<file path="config.mk">
export PLATFORM = sky130hd
export DESIGN_NAME = axi_reg_arbiter
export DESIGN_NICKNAME = d
export VERILOG_FILES = /design/src/rtl/axi_reg_arbiter.sv
export SDC_FILE = /design/constraint.sdc
export NUM_CORES = 1
export LEC_CHECK = 0
export ABC_CLOCK_PERIOD_IN_PS = 2300
export BUFFER_PORTS_ARGS = -buffer_cell sky130_fd_sc_hd__clkbuf_2
export CAP_MARGIN = 20
export CELL_PAD_IN_SITES_DETAIL_PLACEMENT = 2
export CELL_PAD_IN_SITES_GLOBAL_PLACEMENT = 2
export CORE_ASPECT_RATIO = 1.25
export CORE_MARGIN = 4
export CORE_UTILIZATION = 22
export CTS_CLUSTER_SIZE = 25
export DETAILED_ROUTE_END_ITERATION = 7
export PLACE_DENSITY = 0.79
export SETUP_SLACK_MARGIN = 0.05
export SYNTH_ARGS = -nofsm -noshare
export SYNTH_HDL_FRONTEND = slang
export SYNTH_SLANG_ARGS = --single-unit
export TNS_END_PERCENT = 20
</file>
<file path="constraint.sdc">
create_clock -name clk -period 2.3 [get_ports clk]
set_clock_uncertainty 0.1 [all_clocks]
set_input_delay 0.46 -clock clk [delete_from_list [all_inputs] [get_ports clk]]
set_output_delay 0.46 -clock clk [all_outputs]
set_load 0.01 [all_outputs]
</file>
<file path="src/rtl/axi_reg_arbiter.sv">
// axi_reg_arbiter: round-robin sequencer sharing one single-beat AXI4 register port between requesters
module axi_reg_arbiter #(
  parameter int N_REQ      = 2,
  parameter int ADDR_WIDTH = 40,
  parameter int DATA_WIDTH = 32,
  parameter int ID_WIDTH   = 6,
  parameter int TXN_ID     = 1,
  parameter int TIMEOUT    = 1024
) (
  input  logic                             clk,
  input  logic                             rstn,
  input  logic [N_REQ-1:0]                 req_valid,
  output logic [N_REQ-1:0]                 req_ready,
  input  logic [N_REQ-1:0]                 req_write,
  input  logic [N_REQ-1:0][ADDR_WIDTH-1:0] req_addr,
  input  logic [N_REQ-1:0][DATA_WIDTH-1:0] req_wdata,
  output logic [N_REQ-1:0]                 rsp_valid,
  input  logic [N_REQ-1:0]                 rsp_ready,
  output logic [DATA_WIDTH-1:0]            rsp_rdata,
  output logic [1:0]                       rsp_resp,
  output logic                             busy,
  output logic                             timeout_flag,
  output logic [ID_WIDTH-1:0]              s_axi_awid,
  output logic [ADDR_WIDTH-1:0]            s_axi_awaddr,
  output logic [7:0]                       s_axi_awlen,
  output logic [2:0]                       s_axi_awsize,
  output logic [1:0]                       s_axi_awburst,
  output logic                             s_axi_awlock,
  output logic [3:0]                       s_axi_awcache,
  output logic [2:0]                       s_axi_awprot,
  output logic                             s_axi_awvalid,
  input  logic                             s_axi_awready,
  output logic [DATA_WIDTH-1:0]            s_axi_wdata,
  output logic [DATA_WIDTH/8-1:0]          s_axi_wstrb,
  output logic                             s_axi_wlast,
  output logic                             s_axi_wvalid,
  input  logic                             s_axi_wready,
  input  logic [1:0]                       s_axi_bresp,
  input  logic                             s_axi_bvalid,
  output logic                             s_axi_bready,
  output logic [ID_WIDTH-1:0]              s_axi_arid,
  output logic [ADDR_WIDTH-1:0]            s_axi_araddr,
  output logic [7:0]                       s_axi_arlen,
  output logic [2:0]                       s_axi_arsize,
  output logic [1:0]                       s_axi_arburst,
  output logic                             s_axi_arlock,
  output logic [3:0]                       s_axi_arcache,
  output logic [2:0]                       s_axi_arprot,
  output logic                             s_axi_arvalid,
  input  logic                             s_axi_arready,
  input  logic [DATA_WIDTH-1:0]            s_axi_rdata,
  input  logic [1:0]                       s_axi_rresp,
  input  logic                             s_axi_rvalid,
  output logic                             s_axi_rready
);
  localparam int IW = N_REQ > 1 ? $clog2(N_REQ) : 1;
  localparam int CW = TIMEOUT > 0 ? $clog2(TIMEOUT + 1) : 1;
  localparam logic [2:0] SIZE = 3'($clog2(DATA_WIDTH / 8));
  typedef enum logic [1:0] {IDLE, ADDR, RESP, DONE} state_t;
  state_t st, st_nxt;
  logic [IW-1:0] ptr, gnt, g, idx;
  logic any, accept, txn_wr, aw_ok, w_ok, ar_ok, addr_done, resp_hs, tmo;
  logic [ADDR_WIDTH-1:0] txn_addr;
  logic [DATA_WIDTH-1:0] txn_wdata;
  logic [CW-1:0] cnt;
  assign accept    = rstn && st == IDLE && any;
  assign aw_ok     = !s_axi_awvalid || s_axi_awready;
  assign w_ok      = !s_axi_wvalid || s_axi_wready;
  assign ar_ok     = !s_axi_arvalid || s_axi_arready;
  assign addr_done = txn_wr ? aw_ok && w_ok : ar_ok;
  assign resp_hs   = txn_wr ? s_axi_bvalid && s_axi_bready : s_axi_rvalid && s_axi_rready;
  assign tmo       = TIMEOUT > 0 && cnt == CW'(TIMEOUT - 1) && (st == ADDR || (st == RESP && !resp_hs));
  assign s_axi_awid    = ID_WIDTH'(TXN_ID);
  assign s_axi_awaddr  = txn_addr;
  assign s_axi_awlen   = 8'd0;
  assign s_axi_awsize  = SIZE;
  assign s_axi_awburst = 2'b01;
  assign s_axi_awlock  = 1'b0;
  assign s_axi_awcache = 4'd0;
  assign s_axi_awprot  = 3'd0;
  assign s_axi_wdata   = txn_wdata;
  assign s_axi_wstrb   = '1;
  assign s_axi_wlast   = 1'b1;
  assign s_axi_arid    = ID_WIDTH'(TXN_ID);
  assign s_axi_araddr  = txn_addr;
  assign s_axi_arlen   = 8'd0;
  assign s_axi_arsize  = SIZE;
  assign s_axi_arburst = 2'b01;
  assign s_axi_arlock  = 1'b0;
  assign s_axi_arcache = 4'd0;
  assign s_axi_arprot  = 3'd0;
  // circular search for the first pending requester at or after ptr
  always_comb begin
    g = ptr;
    any = 1'b0;
    idx = ptr;
    for (int i = 0; i < N_REQ; i++) begin
      idx = IW'((int'(ptr) + i) % N_REQ);
      if (!any && req_valid[idx]) begin
        g = idx;
        any = 1'b1;
      end
    end
  end
  // state register
  always_ff @(posedge clk) st <= !rstn ? IDLE : st_nxt;
  // next-state logic; a timeout overrides every other transition
  always_comb begin
    st_nxt = tmo                   ? DONE :
             st == IDLE            ? (accept ? ADDR : IDLE) :
             st == ADDR            ? (addr_done ? RESP : ADDR) :
             st == RESP            ? (resp_hs ? DONE : RESP) :
             rsp_ready[gnt]        ? IDLE : DONE;
  end
  // requester-facing outputs decoded from state
  always_comb begin
    req_ready = accept ? N_REQ'(1) << g : '0;
    rsp_valid = st == DONE ? N_REQ'(1) << gnt : '0;
    busy      = st != IDLE;
  end
  // transaction latch, AXI handshake flags, response capture and watchdog
  always_ff @(posedge clk) begin
    if (!rstn) begin
      ptr           <= '0;
      gnt           <= '0;
      txn_wr        <= 1'b0;
      txn_addr      <= '0;
      txn_wdata     <= '0;
      cnt           <= '0;
      s_axi_awvalid <= 1'b0;
      s_axi_wvalid  <= 1'b0;
      s_axi_arvalid <= 1'b0;
      s_axi_bready  <= 1'b0;
      s_axi_rready  <= 1'b0;
      rsp_rdata     <= '0;
      rsp_resp      <= '0;
      timeout_flag  <= 1'b0;
    end else begin
      if (s_axi_awready) s_axi_awvalid <= 1'b0;
      if (s_axi_wready) s_axi_wvalid <= 1'b0;
      if (s_axi_arready) s_axi_arvalid <= 1'b0;
      if (st == ADDR || st == RESP) cnt <= cnt + 1'b1;
      if (accept) begin
        txn_wr        <= req_write[g];
        txn_addr      <= req_addr[g];
        txn_wdata     <= req_wdata[g];
        gnt           <= g;
        ptr           <= int'(g) == N_REQ - 1 ? '0 : g + 1'b1;
        cnt           <= '0;
        s_axi_awvalid <= req_write[g];
        s_axi_wvalid  <= req_write[g];
        s_axi_arvalid <= !req_write[g];
      end
      if (st == ADDR && addr_done) begin
        s_axi_bready <= txn_wr;
        s_axi_rready <= !txn_wr;
      end
      if (st == RESP && resp_hs) begin
        s_axi_bready <= 1'b0;
        s_axi_rready <= 1'b0;
        rsp_resp     <= txn_wr ? s_axi_bresp : s_axi_rresp;
        rsp_rdata    <= txn_wr ? '0 : s_axi_rdata;
      end
      if (tmo) begin
        s_axi_awvalid <= 1'b0;
        s_axi_wvalid  <= 1'b0;
        s_axi_arvalid <= 1'b0;
        s_axi_bready  <= 1'b0;
        s_axi_rready  <= 1'b0;
        timeout_flag  <= 1'b1;
        rsp_resp      <= 2'b11;
        rsp_rdata     <= '0;
      end
    end
  end
endmodule

</file>
# After elaboration in Yosys (flattened, before gate mapping)
# Cells that the tools add are included.
# totals
ff_bits,128
inputBits,193
output_inout_bits,216
wordCells,98
# op_classes
n_addsub,3
n_lt_le_gt_ge,4
n_eq_ne,4
n_shift,2
muxes,38
n_bitwise,1
reduce_logical,31
# op_table
cell,count
two-way mux 32 bit,3
two-way mux 40 bit,2
two-way mux 1 bit,22
two-way mux 2 bit,11
adder 11 x 1 -> 11 bit (second input constant),1
equality test 11 x 10 -> 1 bit (second input constant),1
logical AND 1 bit,10
nonzero test 2 bit,5
less-than comparator 1 x 2 -> 1 bit (second input constant),4
logical NOT 1 bit,7
logical OR 1 bit,5
equality test 2 bit (second input constant),2
OR reduction 2 bit,2
left shift 1 x 1 -> 2 bit (first input constant),2
OR reduction 3 bit,1
adder 1 bit (second input constant),2
equality test 2 x 1 -> 1 bit (second input constant),1
logical NOT 2 bit,1
inverter 1 bit,1

# Depth between registers and ports, before layout
# Gate-level depths: netlist (run 1).
# depth
word_depth,10
mapped_depth,9
mapped_depth_nobuf,6

# Worst setup path after synthesis (run 1)
# Ideal clock, no wire load.
# synth_path
path_type,reg-to-reg
from,register st[0]
to,register rsp_rdata[10]
setup_time_ps,116
t_arrival_ps,1643
t_required_ps,2084
path_slack_ps,441
path_stages_with_launch,8
n_path_buf,1
synth_period_minus_slack_ps,1859
cell_sequence,dfxtp_1 > inv_1 > ha_1 > nor2b_1 > a221oi_2 > o41ai_4 > buf_6 > a21oi_2
# synth_via
elab_chain_cells,5
word_cells_on_any_way,7
classes_between,2 x eq/ne; 5 x reduce/logical
# synth_rtl
element,line_no,rtl
from (decl),60,"state_t st, st_nxt;"
from (signal assigned),106,always_ff @(posedge clk) st <= !rstn ? IDLE : st_nxt;
equality test 2 bit,"72, 158",
logical AND 1 bit,72,assign tmo = TIMEOUT > 0 && cnt == CW'(TIMEOUT - 1) && (st == ADDR || (st == RESP && !resp_hs));
logical OR 1 bit,72,
logical AND 1 bit,72,
OR reduction 2 bit (no line),n/a,
to (signal assigned),162,rsp_rdata <= txn_wr ? '0 : s_axi_rdata;
to (decl),19,"output logic [DATA_WIDTH-1:0] rsp_rdata,"
# Several ways; a longest one is shown, not always the timed one.
# A chain may end at the register's enable or synchronous reset.

# Final worst setup path (run 1)
# layout_path
from,register st[0]
to,output req_ready[0]
# layout_via
elab_chain_cells,4
# layout_rtl
element,line_no,rtl
logical NOT 2 bit,66,assign accept = rstn && st == IDLE && any;
logical AND 1 bit (2 in a row),66,
two-way mux 2 bit,117,req_ready = accept ? N_REQ'(1) << g : '0;
to (decl),13,"output logic [N_REQ-1:0] req_ready,"
# Every way passes these cells.

==> reports/results.ini, run 1 <==
[synthesis]
ys_types=45
syn-instance-count=626
synth_seq_area_share_pct=43.5
synth_top_family_by_area=compound AO/OA/AOI/OAI gates
synthTopCellsByArea=dfxtp_1 44%, buf_4 13%, a222oi_1 12%
syn_area_mm2=0.00589
ys_ff_latch=128
synth_mux_area_share_pct=0.361
synth_compound_area_share_pct=20.2
yosys.area.top_type=dfxtp_1
ys.flop_type=dfxtp_1
yosysWarnings=0
synth_fa_ha_area_share_pct=1.28
yosys.area_share.simple_pct=16.3
synth-xor-area-share_pct=1.34
synth_edf_count=0
async_flop_share_pct=0
synth_top_area_share_pct=43.5
avgSynthCellArea_um2=9.40

[power_and_ir_drop]
cell_internal_pwr_w=0.00458
ir_drop_uv=432
share_comb_of_total_power_pct=20.2
share_seq_of_total_power_pct=38.0
switching_power_w=0.00195
netSwitchingFraction_pct=29.9
power_w=0.00653
clkPwrFrac_pct=41.8
power_density_mw_per_mm2=801
p_leak_nw=3.78

[hold_path]
hold_class=input port to flip-flop
worstHoldStart=req_wdata[34]
hold_end=s_axi_wdata[2]$_SDFFE_PN0P_
min_path_cells=3

[cts]
cts_root_buf=clkbuf_16
cts_inserted_buffers=17
clock_latency_ns=0.41
clockBufferDepth=2
cts_tree=done
ctsHoldBuffers=0
htreeDepth=4
cts_sinks=128
clk_pin_slew_ns=0.06

[run]
drv_cap=0

[critical_path]
cpPeakStageDelay_ns=0.33
reg2reg_to=rsp_rdata[31]$_SDFFE_PP0P_
worstRegToRegCells=7
crit_type=flip-flop to output pin
cpMaxStageDelayCell=dfxtp_1
reg2reg_from=st[0]$_SDFF_PN0_
worst-r2r-setup-slack_ns=0.22
end_kind=output pin
cp_cell_sequence=inv_1 > ha_4 > nand3_1 > a21oi_4 > clkbuf_2
worstPathArrival_ns=1.57
cp_num_buf_inv=2
critPathTopFamily=flip-flops
startpoint_type=flip-flop
path_max_fanout=6
required_ns=1.74

[final_layout]
fin_area_mm2=0.00816
area_growth_pct=38.6
fin_cells=1279
n_fill_cell=3029
nets=1123
fin_util_pct=31.2
drive_gt1_share_pct=47.4

[timing]
fmax_mhz=468
setup_viol=0
min_period_ns=2.13
finalSetupTns_ns=0
min_period_over_period_pct=92.8
rsz0062_at_grt=true
slew_violations=0
hold_violations=0
tightest_slew_ns=0.610
slew-limit-headroom_pct=59.3

[placed_design]
port_buffers=349
dp_hpwl_um=19700
placed_cell_area_mm2=0.00754
placed_cells=1244
gp_congestion=0.748

[routing]
wl_per_cell_um=19.8
dr.pass1.iters=7
drt-total-wl_um=25400
vias=5920
drtIter0Drc=433
ant_nets=0
avgViaCountPerCell=4.63
drc=0

[floorplanning]
start_util_pct=22.5
die_area_mm2=0.0295
rows=66
coreArea_mm2=0.0262
io_pins=409
die_y_um=191
die-width_um=154

[global_routing]
grt-ovfl-total=0
grt_pass1_wl_um=38100
grt_max_degree=61
grt_pass1_vias=6504
grtUsageTotal_pct=16.5
antenna_found_initial=3

[run_status]
outcome=finished, final reports clean

==> timing repair <==
item                                    in CTS  in global routing
resized for setup                            2                  1
buffers inserted                             1                  0
endpoints found under the setup margin       2                 23
pin swaps                                    0                  0
==> layout by cell type (no fill, tap or decap), types with 2 or more instances in the layout <==
cell        count
a21oi_1         7
a21oi_2        30
a21oi_4         2
a222oi_1       72
a31o_2          2
a31oi_1         3
and2_1          4
buf_12          5
buf_4          14
bufinv_16       2
clkbuf_16      17
clkbuf_2      349
clkbuf_8        2
clkinv_2        3
clkinv_4        2
clkinvlp_4      3
conb_1         59
dfxtp_1       128
diode_2         2
ha_1            5
inv_1           6
inv_6           2
nand2_1        48
nand2b_1        3
nand3_1         3
nand3b_1       33
nand4_1         5
nor2_1         82
nor2b_1         4
nor3_1          4
o211ai_1        4
o21ai_0         2
or3_1           2
xnor2_1         4
xor2_1          5
==> worst register-to-register path, stage by stage, from the launching register on <==
cell,delay [ns]
dfxtp_1,0.33
inv_1,0.15
ha_1,0.21
nor2b_1,0.19
a221oi_2,0.11
o41ai_4,0.48
buf_6,0.33
a21oi_1,0.07
==> synthesized netlist by cell type, types with 6 or more instances <==
library cell	number
a222oi_1	72
dfxtp_1	128
a21oi_2	30
ha_1	6
nor2_1	82
buf_2	14
a21oi_1	9
nand2_1	48
inv_1	6
clkbuf_1	31
buf_4	99
nand3b_1	33
==> layer usage <==
metal	part of all wire, %	GRT usage (%)	vias up
met3	9.4	6.82	23
met1	37	17.2	2899
met2	52	30.0	279
met5	0.079	0	-
met4	1.8	5.54	2
li1	-	-	2717
==> power groups by stage <==
stage / combinational (W) / clock, W / sequential, W
finish: 0.00132 / 0.00273 / 0.00249
global route: 0.00145 / 0.00293 / 0.00251
CTS: 0.00134 / 0.00283 / 0.00249
detailed placement: 0.00132 / 0 / 0.00253
global placement: 0.00129 / 0 / 0.00252
floorplan: 0.000778 / 0 / 0.00257
==> sequential cells by signal (all words and copies together), names as in the netlist, 2 cells and up <==
| register | cells |
|---|---|
| s_axi_wdata | 32 |
| rsp_resp | 2 |
| s_axi_araddr | 40 |
| rsp_rdata | 32 |
| st | 2 |
| cnt | 11 |
==> area by class of cell <==
type / instances / area [µm²] / area share (%)
Clock inverter: 12 / 133 / 1.63
Inverter: 7 / 26.3 / 0.322
Sequential cell: 128 / 2560 / 31.4
Tap cell: 340 / 425 / 5.21
Multi-Input combinational cell: 401 / 2590 / 31.7
Clock buffer: 20 / 457 / 5.60
Timing Repair Buffer: 369 / 1960 / 24.1
Antenna cell: 2 / 5.00 / 0.0613
==> metrics by stage <==
step	setup slack, ns	hold WS (ns)
4_1_cts	0.0917	0.179
6_report	0.165	0.202
3_5_place_dp	0.152	0.351
2_1_floorplan	0.441	0.357
5_1_grt	0.0356	0.193
3_3_place_gp	0.211	0.336
==> worst max-delay path by stage <==
stage	from	end	slack [ns]	cells after the start
after floorplan	st[0]$_SDFF_PN0_	rsp_rdata[10]$_SDFFE_PP0P_	0.44	7
after global placement	st[0]$_SDFF_PN0_	rsp_rdata[31]$_SDFFE_PP0P_	0.21	7
after detailed placement	st[0]$_SDFF_PN0_	rsp_rdata[31]$_SDFFE_PP0P_	0.15	7
after CTS	st[0]$_SDFF_PN0_	rsp_rdata[31]$_SDFFE_PP0P_	0.09	7
after global routing	st[0]$_SDFF_PN0_	req_ready[0]	0.04	5
final	st[0]$_SDFF_PN0_	req_ready[0]	0.17	5
==> logic make-up after synthesis <==
| kind of cell | count (synthesis) |
|---|---|
| and+or+nand+nor | 195 |
| buffers and inverters | 154 |
| AOI/OAI and AO/OA | 130 |
| DFF | 128 |
| xor gates and xnor gates | 9 |
| adders and majority gates | 6 |
| other | 2 |
| muxes | 2 |
No activity file was read; power rests on OpenSTA's default activity.
==> inputs of run 2 (changes only) <==
--- a/config.mk
+++ b/config.mk
@@ -15,6 +15,7 @@
 export CORE_UTILIZATION = 22
 export CTS_CLUSTER_SIZE = 25
 export DETAILED_ROUTE_END_ITERATION = 7
+export GPL_TIMING_DRIVEN = 0
 export PLACE_DENSITY = 0.79
 export SETUP_SLACK_MARGIN = 0.05
 export SYNTH_ARGS = -nofsm -noshare
==> run 2 against run 1 <==
Fmax shrank 2.6%. Global-route usage up 1.8 points. Largest power group unchanged. Worst setup slack worse by 0.057 ns. Register-to-register slack got worse by 0.04 ns.
==> reports/results.ini, run 2 (synthesized netlist as in run 1, its figures left out) <==
[critical_path]
reg2reg_from=st[1]$_SDFF_PN0_  ; was st[0]$_SDFF_PN0_
end_kind=output pin  ; unchanged
worstRegToRegCells=9  ; was 7
cpMaxStageDelayCell=dfxtp_1  ; unchanged
cp_cell_sequence=inv_2 > ha_4 > nand3_1 > a21oi_2 > clkbuf_8 > clkbuf_2  ; was inv_1 > ha_4 > nand3_1 > a21oi_4 > clkbuf_2
cpPeakStageDelay_ns=0.34  ; was 0.33 ns
crit_type=flip-flop to output pin  ; unchanged
required_ns=1.74  ; about the same
critPathTopFamily=buffers and inverters  ; was flip-flops
worst-r2r-setup-slack_ns=0.18  ; was 0.22 ns
startpoint_type=flip-flop  ; unchanged
worstPathArrival_ns=1.63  ; was 1.57 ns
cp_num_buf_inv=3  ; was 2
path_max_fanout=10  ; was 6
reg2reg_to=s_axi_araddr[38]$_SDFFE_PN0P_  ; was rsp_rdata[31]$_SDFFE_PP0P_

[timing]
whs_ns=0.203  ; was 0.202 ns
rsz0062_at_grt=true  ; unchanged
min_period_over_period_pct=95.3  ; was 92.8%
min_period_ns=2.19  ; was 2.13 ns
hold_violations=0  ; unchanged
slew_violations=0  ; unchanged
setup_viol=0  ; unchanged
fin_ws_ns=0.108  ; was 0.165 ns
slew-limit-headroom_pct=52.3  ; was 59.3%
tightest_slew_ns=0.715  ; was 0.610 ns
fmax_mhz=456  ; was 468 MHz

[final_layout]
largest_reg_flops=40  ; unchanged
area_growth_pct=53.4  ; was 38.6%
drive_gt1_share_pct=51.3  ; was 47.4%
final-seq-area_mm2=0.00256  ; unchanged
layout_common_cells=350 x clkbuf_2, 128 x dfxtp_1, 104 x buf_4  ; was 349 x clkbuf_2, 128 x dfxtp_1, 82 x nor2_1
fin_area_mm2=0.00903  ; was 0.00816 mm²
fin_cells=1408  ; was 1279
n_fill_cell=3083  ; was 3029
antenna_cells=0  ; was 2
final_common_cell=clkbuf_2  ; unchanged
nets=1254  ; was 1123
multi_input_area_mm2=0.00257  ; was 0.00259 mm²

[global_routing]
grt_pass1_wl_um=41700  ; was 38100 µm
met3_usage_pct=7.45  ; was 6.82%
top_usage_layer=met2  ; unchanged
met1_usage_pct=18.6  ; was 17.2%
met2_usage_pct=34.5  ; was 30.0%
grt-ovfl-total=0  ; unchanged
antenna_found_initial=0  ; was 3
grt_pass1_vias=7136  ; was 6504
grt_max_degree=17  ; was 61
grtUsageTotal_pct=18.3  ; was 16.5%

[floorplanning]
die-width_um=154  ; unchanged
die_area_mm2=0.0295  ; unchanged
coreArea_mm2=0.0262  ; unchanged
die_y_um=191  ; unchanged
rows=66  ; unchanged
io_pins=409  ; unchanged
start_util_pct=22.5  ; unchanged

[hold_path]
hold_class=input port to flip-flop  ; unchanged
min_path_cells=3  ; unchanged
hold_end=s_axi_wdata[30]$_SDFFE_PN0P_  ; was s_axi_wdata[2]$_SDFFE_PN0P_
worstHoldStart=req_wdata[62]  ; was req_wdata[34]

[cts]
htreeDepth=4  ; unchanged
cts_inserted_buffers=17  ; unchanged
clk_pin_slew_ns=0.06  ; about the same
clockBufferDepth=2  ; unchanged
cts_tree=done  ; unchanged
ctsHoldBuffers=0  ; unchanged
cts_sinks=128  ; unchanged
clock_latency_ns=0.42  ; was 0.41 ns
cts_root_buf=clkbuf_16  ; unchanged

[run]
drv_cap=0  ; unchanged

[routing]
drc=0  ; unchanged
vias=6522  ; was 5920
wl_per_cell_um=20.0  ; was 19.8 µm
drt-total-wl_um=28100  ; was 25400 µm
dr.pass1.iters=8  ; was 7
drtIter0Drc=386  ; was 433
ant_nets=0  ; unchanged
avgViaCountPerCell=4.63  ; about the same

[placed_design]
port_buffers=348  ; was 349
gp_congestion=0.757  ; was 0.748
placed_cell_area_mm2=0.00828  ; was 0.00754 mm²
dp_hpwl_um=22700  ; was 19700 µm
dp_slack_ns=-0.165  ; was 0.152 ns
placed_cells=1372  ; was 1244

[run_status]
outcome=finished, final reports clean  ; unchanged

[power_and_ir_drop]
power_density_mw_per_mm2=787  ; was 801 mW/mm²
clkPwrFrac_pct=43.8  ; was 41.8%
share_seq_of_total_power_pct=35.0  ; was 38.0%
ir_drop_uv=394  ; was 432 µV
p_leak_nw=4.39  ; was 3.78 nW
switching_power_w=0.00200  ; was 0.00195 W
power_w=0.00711  ; was 0.00653 W
netSwitchingFraction_pct=28.1  ; was 29.9%
share_comb_of_total_power_pct=21.2  ; was 20.2%
cell_internal_pwr_w=0.00511  ; was 0.00458 W

-- run 2: worst max-delay path by stage --
stage	start	end	slack, ns	cells after the start
final	st[0]$_SDFF_PN0_	req_ready[1]	0.11	6
after global routing	st[0]$_SDFF_PN0_	rsp_rdata[10]$_SDFFE_PP0P_	0.003	7
after detailed placement	st[1]$_SDFF_PN0_	s_axi_wdata[19]$_SDFFE_PN0P_	-0.16	7
after global placement	req_valid[0]	s_axi_araddr[38]$_SDFFE_PN0P_	-0.22	5
after floorplan	st[0]$_SDFF_PN0_	rsp_rdata[10]$_SDFFE_PP0P_	0.44	7
after CTS	st[1]$_SDFF_PN0_	req_ready[1]	0.05	6
-- run 2: final cells by class --
class / count / area share [%]
flip-flops and latches: 128 / 28.4
inverters: 7 / 0.291
repair buffers: 354 / 19.9
plain buffers: 146 / 10.9
clock inverters: 8 / 1.93
well taps: 340 / 4.71
clock buffers: 24 / 5.45
multi-input cells: 401 / 28.4
-- run 2: what timing repair did --
| item | CTS | global route |
|---|---|---|
| gates resized for setup | 11 | 5 |
| setup buffers | 2 | 3 |
| pin swaps | 0 | 1 |
| setup endpoints to repair | 76 | 64 |
-- run 2: worst reg2reg max path, delay by kind of cell, from the launching register on --
| kind | cells | cell delay [ns] |
|---|---|---|
| buf+inv | 4 | 0.64 |
| flops | 1 | 0.40 |
| simple gates | 2 | 0.21 |
| fa+ha+maj | 1 | 0.18 |
| compound gates | 2 | 0.45 |
-- run 2: metal layers --
layer  wire length (µm)  up-vias
li1                   -     2975
met1              10100     3247
met2              15100      283
met3               2570       17
met4                379        0
met5                  0        -
-- run 2: metrics by stage --
stage / setup TNS (ns) / utilization (%)
finish: 0 / 34.5
global route: 0 / 34.5
CTS: 0 / 34.4
detailed placement: -7.08 / 31.6
global placement: -4.18 / 31.6
floorplan: 0 / -
-- run 2: power groups by stage --
| stage | logic (W) | registers (W) | clock network, W |
|---|---|---|---|
| after floorplan | 0.000778 | 0.00257 | 0 |
| after detailed placement | 0.00149 | 0.00253 | 0 |
| after global routing | 0.00166 | 0.00251 | 0.00330 |
| after CTS | 0.00152 | 0.00249 | 0.00321 |
| after global placement | 0.00144 | 0.00253 | 0 |
| final | 0.00151 | 0.00249 | 0.00311 |
==> inputs of run 3 (changes only) <==
--- a/config.mk
+++ b/config.mk
@@ -8,15 +8,14 @@
 export ABC_CLOCK_PERIOD_IN_PS = 2300
 export BUFFER_PORTS_ARGS = -buffer_cell sky130_fd_sc_hd__clkbuf_2
 export CAP_MARGIN = 20
-export CELL_PAD_IN_SITES_DETAIL_PLACEMENT = 2
-export CELL_PAD_IN_SITES_GLOBAL_PLACEMENT = 2
-export CORE_ASPECT_RATIO = 1.25
-export CORE_MARGIN = 4
-export CORE_UTILIZATION = 22
+export CELL_PAD_IN_SITES_DETAIL_PLACEMENT = 1
+export CELL_PAD_IN_SITES_GLOBAL_PLACEMENT = 1
+export CORE_AREA = 4 4 157 159
 export CTS_CLUSTER_SIZE = 25
 export DETAILED_ROUTE_END_ITERATION = 7
+export DIE_AREA = 0 0 161 163
 export GPL_TIMING_DRIVEN = 0
-export PLACE_DENSITY = 0.79
+export PLACE_DENSITY = 0.71
 export SETUP_SLACK_MARGIN = 0.05
 export SYNTH_ARGS = -nofsm -noshare
 export SYNTH_HDL_FRONTEND = slang
==> run 3 against run 2 <==
Register-to-register slack worse by 0.05 ns. Cell count down 0.99%. Worst setup slack better by 0.0046 ns. Wire length fell by 9.4%. Power shrank 3.9%. Sequential power about the same. Sequential share of layout area is 0.063 points higher. Clock power shrank 9.0%. First-iteration DRC count rose by 21%. Global-route usage up 0.058 points. Core utilization is 4.2 points higher.
==> reports/results.ini, run 3 (synthesized netlist as in run 1, its figures left out) <==
[hold_path]
worstHoldStart=req_addr[52]  ; was req_wdata[62]
hold_class=input port to flip-flop  ; unchanged

[critical_path]
critPathLaunch=st[0]$_SDFF_PN0_  ; unchanged
cp_cell_sequence=inv_2 > ha_4 > nand3_1 > a21oi_2 > clkbuf_8 > clkbuf_2  ; unchanged
path_max_fanout=10  ; unchanged
required_ns=1.74  ; about the same
worstPathArrival_ns=1.63  ; about the same
end_kind=output pin  ; unchanged
reg2reg_from=st[1]$_SDFF_PN0_  ; unchanged
crit_type=flip-flop to output pin  ; unchanged
startpoint_type=flip-flop  ; unchanged
cpMaxStageDelayCell=dfxtp_1  ; unchanged
cpPeakStageDelay_ns=0.34  ; about the same

[cts]
htreeDepth=4  ; unchanged
ctsHoldBuffers=0  ; unchanged
cts_sinks=128  ; unchanged
clock_latency_ns=0.41  ; was 0.42 ns
cts_root_buf=clkbuf_16  ; unchanged
clk_pin_slew_ns=0.06  ; about the same
cts_tree=done  ; unchanged
clockBufferDepth=2  ; unchanged
cts_inserted_buffers=17  ; unchanged

[routing]
drtIter0Drc=466  ; was 386
drt-total-wl_um=25500  ; was 28100 µm
avgViaCountPerCell=4.54  ; was 4.63
drc=0  ; unchanged
dr.pass1.iters=6  ; was 8
ant_nets=0  ; unchanged
wl_per_cell_um=18.3  ; was 20.0 µm
vias=6333  ; was 6522

[timing]
tightest_slew_ns=0.730  ; was 0.715 ns
fmax_mhz=457  ; was 456 MHz
setup_viol=0  ; unchanged
min_period_ns=2.19  ; about the same
slew_violations=0  ; unchanged
min_period_over_period_pct=95.1  ; was 95.3%
slew-limit-headroom_pct=51.3  ; was 52.3%
hold_violations=0  ; unchanged
rsz0062_at_grt=true  ; unchanged
whs_ns=0.205  ; was 0.203 ns

[global_routing]
grt_pass1_wl_um=37800  ; was 41700 µm
grt_pass1_vias=6522  ; was 7136
grtUsageTotal_pct=18.4  ; was 18.3%
grt-ovfl-total=0  ; unchanged
grt_max_degree=17  ; unchanged
antenna_found_initial=2  ; was 0

[power_and_ir_drop]
power_density_mw_per_mm2=758  ; was 787 mW/mm²
switching_power_w=0.00203  ; was 0.00200 W
netSwitchingFraction_pct=29.8  ; was 28.1%
clkPwrFrac_pct=41.4  ; was 43.8%
share_comb_of_total_power_pct=22.1  ; was 21.2%
ir_drop_uv=411  ; was 394 µV
cell_internal_pwr_w=0.00480  ; was 0.00511 W
p_leak_nw=4.39  ; about the same
share_seq_of_total_power_pct=36.5  ; was 35.0%

[final_layout]
fin_util_pct=38.7  ; was 34.5%
drive_gt1_share_pct=52.1  ; was 51.3%
final_common_cell=clkbuf_2  ; unchanged
nets=1261  ; was 1254
layout_common_cells=350 x clkbuf_2, 128 x dfxtp_1, 110 x buf_4  ; was 350 x clkbuf_2, 128 x dfxtp_1, 104 x buf_4
largest_reg_flops=40  ; unchanged
fin_area_mm2=0.00901  ; was 0.00903 mm²
area_growth_pct=53.0  ; was 53.4%
n_fill_cell=2880  ; was 3083
antenna_cells=0  ; unchanged

[placed_design]
gp_congestion=0.766  ; was 0.757
placed_cell_area_mm2=0.00825  ; was 0.00828 mm²
dp_hpwl_um=20300  ; was 22700 µm
port_buffers=348  ; unchanged

[floorplanning]
die-width_um=161  ; was 154 µm
rows=56  ; was 66
io_pins=409  ; unchanged
die_y_um=163  ; was 191 µm
start_util_pct=25.3  ; was 22.5%
die_area_mm2=0.0262  ; was 0.0295 mm²
coreArea_mm2=0.0233  ; was 0.0262 mm²

[run]
drv_cap=0  ; unchanged

[run_status]
outcome=finished, final reports clean  ; unchanged

[run 3: cell types whose count changed in the layout (fill, tap and decap cells not counted), sizes merged]
cell / delta
buf: +7
clkbuf: -7
clkinv: +7
bufinv: -2
inv: +2
[run 3: repair_timing]
action                     CTS  global route
gates resized for setup     14             4
buffers inserted             4             8
setup endpoints to repair  102            43
pin swaps                    1             1
[run 3: area by class of cell]
| class | instances | area, µm² | area share, % |
|---|---|---|---|
| Buffer | 146 | 982 | 10.9 |
| Inverter | 7 | 26.3 | 0.292 |
| Tap cell | 319 | 399 | 4.43 |
| Clock buffer | 17 | 425 | 4.72 |
| Multi-Input combinational cell | 401 | 2570 | 28.6 |
| Sequential cell | 128 | 2560 | 28.4 |
| Clock inverter | 15 | 185 | 2.06 |
| Timing Repair Buffer | 361 | 1860 | 20.6 |
[run 3: per-layer routing]
metal  wire (µm)  global-route usage (%)
met2       13000                    32.7
met4         363                    4.81
met3        2060                    5.87
met1       10000                    21.3
met5          26                       0
[run 3: path summary, 6_finish.rpt]
path	to	cells past startpoint	slack, ns
worst min-delay path	s_axi_araddr[12]$_SDFFE_PN0P_	3	0.20
worst max-delay path	req_ready[0]	6	0.11
worst min register to register	timeout_flag$_SDFFE_PN0P_	2	0.35
worst max register to register	s_axi_arvalid$_SDFFE_PP0P_	8	0.13
[run 3: power by group through the flow]
stage / registers (W) / logic (W) / clock network [W]
after CTS: 0.00249 / 0.00150 / 0.00291
after global routing: 0.00251 / 0.00165 / 0.00302
after global placement: 0.00253 / 0.00143 / 0
final: 0.00249 / 0.00151 / 0.00283
after floorplan: 0.00257 / 0.000778 / 0
after detailed placement: 0.00253 / 0.00146 / 0
[run 3: stage by stage]
| stage | setup WS, ns | instances | TNS, ns | total power, W |
|---|---|---|---|---|
| 2_1_floorplan | 0.441 | 683 | 0 | 0.00334 |
| 3_3_place_gp | -0.537 | 1350 | -11.06 | 0.00396 |
| 3_5_place_dp | -0.256 | 1351 | -6.76 | 0.00399 |
| 4_1_cts | 0.0495 | 1386 | 0 | 0.00690 |
| 5_1_grt | 0.0309 | 1394 | 0 | 0.00718 |
| 6_report | 0.113 | 1394 | 0 | 0.00683 |
[run 3: critical path, delay by kind of cell (launching register included)]
kind                       cells  cell delay (ns)
buffers and inverters          3             0.45
and+or+nand+nor                1             0.08
adders and majority gates      1             0.18
AOI/OAI and AO/OA              1             0.17
DFF                            1             0.34
